File: src/rtl/id_exe_skid_reg.sv
// id_exe_skid_reg: decode->execute pipeline register with a 2-entry skid buffer.
// Main entry drives the outputs; skid entry absorbs one extra beat under back-pressure
// so that in_ready depends only on registered state. Synchronous flush kills all entries.
// Optional feature macro: ID_EXE_PERF_EN adds the stall_cycles / flush_drops counters.
// `DATA_WIDTH sets the default operand width (64 if not defined elsewhere).

`ifndef DATA_WIDTH
`define DATA_WIDTH 64
`endif

module id_exe_skid_reg #(
    parameter int unsigned DATA_WIDTH     = `DATA_WIDTH,
    parameter int unsigned REG_ADDR_WIDTH = 5
) (
    input  logic                      clk,
    input  logic                      rst,
    input  logic                      flush,
    input  logic                      in_valid,
    output logic                      in_ready,
    input  logic [7:0]                in_inst_opcode,
    input  logic [DATA_WIDTH-1:0]     in_op1,
    input  logic [DATA_WIDTH-1:0]     in_op2,
    input  logic [REG_ADDR_WIDTH-1:0] in_rd_addr,
    input  logic                      in_rd_wen,
    output logic                      out_valid,
    input  logic                      out_ready,
    output logic [7:0]                out_inst_opcode,
    output logic [DATA_WIDTH-1:0]     out_op1,
    output logic [DATA_WIDTH-1:0]     out_op2,
    output logic [REG_ADDR_WIDTH-1:0] out_rd_addr,
    output logic                      out_rd_wen
`ifdef ID_EXE_PERF_EN
    ,
    output logic [31:0]               stall_cycles,
    output logic [31:0]               flush_drops
`endif
);

    localparam int unsigned OPCODE_WIDTH = 8;
    localparam int unsigned CNT_WIDTH    = 32;

    typedef struct packed {
        logic [OPCODE_WIDTH-1:0]   opcode;
        logic [DATA_WIDTH-1:0]     op1;
        logic [DATA_WIDTH-1:0]     op2;
        logic [REG_ADDR_WIDTH-1:0] rd_addr;
        logic                      rd_wen;
    } payload_t;

    typedef enum logic [1:0] {
        ST_EMPTY = 2'd0,
        ST_ONE   = 2'd1,
        ST_TWO   = 2'd2
    } state_t;

    state_t   state_q, state_d;
    payload_t main_q, main_d;
    payload_t skid_q, skid_d;
    payload_t in_pl;
    logic     accept;
    logic     drain;

    assign in_pl = '{opcode:  in_inst_opcode,
                     op1:     in_op1,
                     op2:     in_op2,
                     rd_addr: in_rd_addr,
                     rd_wen:  in_rd_wen};

    assign accept = in_valid & in_ready;
    assign drain  = out_valid & out_ready;

    // Next-state and payload steering; main is zeroed whenever it goes invalid
    always_comb begin
        state_d = state_q;
        main_d  = main_q;
        skid_d  = skid_q;
        if (flush) begin
            state_d = ST_EMPTY;
            main_d  = '0;
            skid_d  = '0;
        end else begin
            unique case (state_q)
                ST_EMPTY: begin
                    if (accept) begin
                        state_d = ST_ONE;
                        main_d  = in_pl;
                    end
                end
                ST_ONE: begin
                    if (accept && drain) begin
                        main_d = in_pl;
                    end else if (accept) begin
                        state_d = ST_TWO;
                        skid_d  = in_pl;
                    end else if (drain) begin
                        state_d = ST_EMPTY;
                        main_d  = '0;
                    end
                end
                ST_TWO: begin
                    if (drain) begin
                        state_d = ST_ONE;
                        main_d  = skid_q;
                        skid_d  = '0;
                    end
                end
                default: begin
                    state_d = ST_EMPTY;
                    main_d  = '0;
                    skid_d  = '0;
                end
            endcase
        end
    end

    // State, payload and handshake registers
    always_ff @(posedge clk or posedge rst) begin
        if (rst) begin
            state_q   <= ST_EMPTY;
            main_q    <= '0;
            skid_q    <= '0;
            out_valid <= 1'b0;
            in_ready  <= 1'b1;
        end else begin
            state_q   <= state_d;
            main_q    <= main_d;
            skid_q    <= skid_d;
            out_valid <= (state_d != ST_EMPTY);
            in_ready  <= (state_d != ST_TWO);
        end
    end

    assign out_inst_opcode = main_q.opcode;
    assign out_op1         = main_q.op1;
    assign out_op2         = main_q.op2;
    assign out_rd_addr     = main_q.rd_addr;
    assign out_rd_wen      = main_q.rd_wen;

`ifdef ID_EXE_PERF_EN
    logic [1:0]           drop_n;
    logic [CNT_WIDTH:0]   drop_sum;

    // Number of valid entries a flush would kill this cycle, with saturating sum
    always_comb begin
        drop_n = 2'd0;
        unique case (state_q)
            ST_ONE:  drop_n = 2'd1;
            ST_TWO:  drop_n = 2'd2;
            default: drop_n = 2'd0;
        endcase
        drop_sum = {1'b0, flush_drops} + (CNT_WIDTH+1)'(drop_n);
    end

    // Saturating stall and flush-drop counters
    always_ff @(posedge clk or posedge rst) begin
        if (rst) begin
            stall_cycles <= '0;
            flush_drops  <= '0;
        end else begin
            if (out_valid && !out_ready && (stall_cycles != {CNT_WIDTH{1'b1}})) begin
                stall_cycles <= stall_cycles + CNT_WIDTH'(1);
            end
            if (flush) begin
                flush_drops <= drop_sum[CNT_WIDTH] ? {CNT_WIDTH{1'b1}}
                                                   : drop_sum[CNT_WIDTH-1:0];
            end
        end
    end
`else
    logic unused_cnt_width;
    assign unused_cnt_width = ^CNT_WIDTH;
`endif

endmodule

File: config.mk
export PLATFORM = sky130hd
export DESIGN_NAME = id_exe_skid_reg
export DESIGN_NICKNAME = d
export VERILOG_FILES = /design/src/rtl/id_exe_skid_reg.sv
export SDC_FILE = /design/constraint.sdc
export NUM_CORES = 1
export LEC_CHECK = 0
export ABC_AREA = 1
export BUFFER_PORTS_ARGS = -buffer_cell sky130_fd_sc_hd__buf_2
export CAP_MARGIN = 5
export CORE_ASPECT_RATIO = 1.75
export CORE_MARGIN = 2
export CORE_UTILIZATION = 51
export DETAILED_ROUTE_END_ITERATION = 8
export PLACE_DENSITY = 0.84
export SETUP_SLACK_MARGIN = 0.02
export SYNTH_ARGS = -nofsm -noshare
export SYNTH_HDL_FRONTEND = slang
export SYNTH_SLANG_ARGS = --single-unit
File: constraint.sdc
create_clock -name clk -period 9.4 [get_ports clk]
set_input_delay 0.94 -clock clk [delete_from_list [all_inputs] [get_ports clk]]
set_output_delay 0.94 -clock clk [all_outputs]
set_load 0.05 [all_outputs]
==> out/summary.txt <==
Status - completed
Port Buffers - 290
Fillers - 2653
Post-CTS Resized - 0
Largest area contributor in the netlist - dfrtp_1
Slew headroom - 0.1579
Pwr dens - 196.8 nW/µm²
Fin area - 17320 µm²
Post-DRT Antenna Nets - 0
Grt total ovfl - 0
Area share of the leading cell type in the synthesized netlist - 0.4787
Clk buf depth - 3
VDD IR max - 0.0001388 V
Hold Path Class - reg2reg
Mapped Avg Cell Area - 6.825 µm²
Setup Skew - 0.01099 ns
Setup Crit Path Kind - in2reg
Initial antenna violation count - 21
Final Cycle Share - 0.4524
DIE AREA - 30860 µm²
Crit path cell chain - buf_4 > inv_2 > buf_4 > nand3_1 > nand2_4 > nor2_4 > buf_4 > nand2_1 > nand2_1
Vias post-DR - 15395
Critical path's most frequent cell - buf_4
GRT Total Usage - 0.2886
TritonCTS clock tree - yes
I/O Pins - 291
Layout area overhead - 15.42%
CP max-delay cell - buf_4
Arr. time, crit path - 4.73 ns
Unrepaired setup endpoints after global routing - false
Multi-input gate area - 7128 µm²
Worst-Skew Late Latency - 0.54 ns
Die X - 133.7 µm
Synth top area cells - dfrtp_1, nand2_1, nand3_1
Final setup TNS - 0 ns
Chip height - 230.9 µm
Grt peak-use layer - met2
Number of global-route vias before repair - 14621
Met1 usage - 0.3442
Clock sink count - 288
Starting DRT DRC Count - 1590
Slew Viols, Final - 0
Synth Net Count - 2345
Pin count of the biggest net entering global routing - 143
GR Util met2 - 0.4800
Core box area - 29180 µm²
YS warnings - 0
Final setup violation count - 0
Area post-placement - 16420 µm²
M3 GR Usage - 0.03667
Worst setup SP type - input pin
Vias per cell - 5.528
FF+latch count, synth - 288
Commonest non-fill, non-tap cell in the layout - nand2_1
# hold bufs at CTS - 0
DRC Markers - 0
Pleak - 9.738 nW
Dpl cells - 2719
Placement Setup Slack - 4.604 ns
Max Clk Rate - 0.2352 GHz
CP peak stage delay - 0.97 ns
Routability Congestion - 0.8705
Core Rows - 83
Crit path max fanout - 104
Worst Path Required - 9.88 ns
Gate count after technology mapping - 2198
Sequential cell area fraction in the yosys report - 0.4805
Final min period - 4.252 ns
Cts bufs inserted - 26
Hold slack - 0.4697 ns
Max-Cap Viols - 0
DP Wirelength - 27.43 mm
Number of iterations in the first detailed-routing pass - 7
Final Hold Violating Endpoints - 0
Root buf cell - clkbuf_16
Crit. End Element - flop
Nets - 2512
Setup Fix Bufs, Post-CTS - 0
Slew @ Worst Pin - 1.263 ns
Starting density of the core - 0.5141
Finished Layout Cells - 2785
First-pass GRT wire length - 72.46 mm
Final WL - 45.23 mm
Fraction of layout cells with a size suffix above 1 - 0.1516
Most frequent cells in the layout - nand2_1, nand3_1, buf_2, dfrtp_1, nor2_1
Routed length per instance - 16.24 µm
Clk slew on worst S/H paths - 0.07 ns
Min setup slack post-route - 5.148 ns
Tot Pwr - 3.408 mW
Unique masters post-synth - 19
FF/Latch Area - 7208 µm²
Final core occ - 0.5934
H-tree Lvls - 1
Mapped Area - 15000 µm²
## final timing paths
path	startpoint	to	slack [ns]	cells past startpoint
worst min register to register	skid_q[4]	skid_q[4]	0.47	2
max in group asynchronous	rst	out_op1[62]	7.21	3
min in group asynchronous	rst	out_op2[41]	0.60	2
worst max register to register	state_q[1]	out_op2[20]	5.24	9
worst min-delay path	skid_q[4]	skid_q[4]	0.47	2
worst max-delay path	flush	out_op2[20]	5.15	9
## registers in the layout, summed over array words and instances (netlist names)
signal / flops
skid_q: 142
out_op1: 64
out_op2: 64
out_inst_opcode: 8
out_rd_addr: 5
state_q: 2
in_ready: 1
out_rd_wen: 1
out_valid: 1
## where the power goes
part | switching (mW) | internal (mW)
Clock | 0.471 | 0.593
Sequential | 0.0759 | 1.36
Combinational | 0.712 | 0.198
Total | 1.26 | 2.15
## cell families (layout without fill, tap and decap cells)
family / count (synthesis) / after routing / share of synthesized area
AND/OR/NAND/NOR: 1733 / 1733 / 0.4712
flip-flops: 288 / 288 / 0.4805
buffers and inverters: 174 / 357 / 0.04704
AO/OA/AOI/OAI: 3 / 3 / 0.001251
other: 0 / 22 / 0
## layer usage
metal  share of wire  wire length (µm)
met1            0.37             16680
met2            0.50             22710
met3           0.069              3103
met4           0.060              2732
met5         0.00024                11
## final cells by class
| type | instances | area share |
|---|---|---|
| well taps | 382 | 0.02760 |
| clock buffers | 41 | 0.04726 |
| repair buffers | 306 | 0.09090 |
| multi-input cells | 1736 | 0.4117 |
| clock inverters | 3 | 0.001012 |
| flip-flops and latches | 288 | 0.4163 |
| inverters | 7 | 0.002096 |
| diodes | 22 | 0.003179 |
## cell usage after synthesis, drive strengths merged
library cell,n
buf,64
dfstp,1
a21oi,1
dfrtp,287
nand2,1153
inv,7
nand3b,1
clkbuf,103
nor2,150
o21ai,2
nand3,428
or2,1
## worst max-delay path, delay by kind of cell
| family | cells | cell delay, ns |
|---|---|---|
| buffers and inverters | 4 | 2.20 |
| AND/OR/NAND/NOR | 5 | 1.46 |
(Power assumes the default switching activity.)
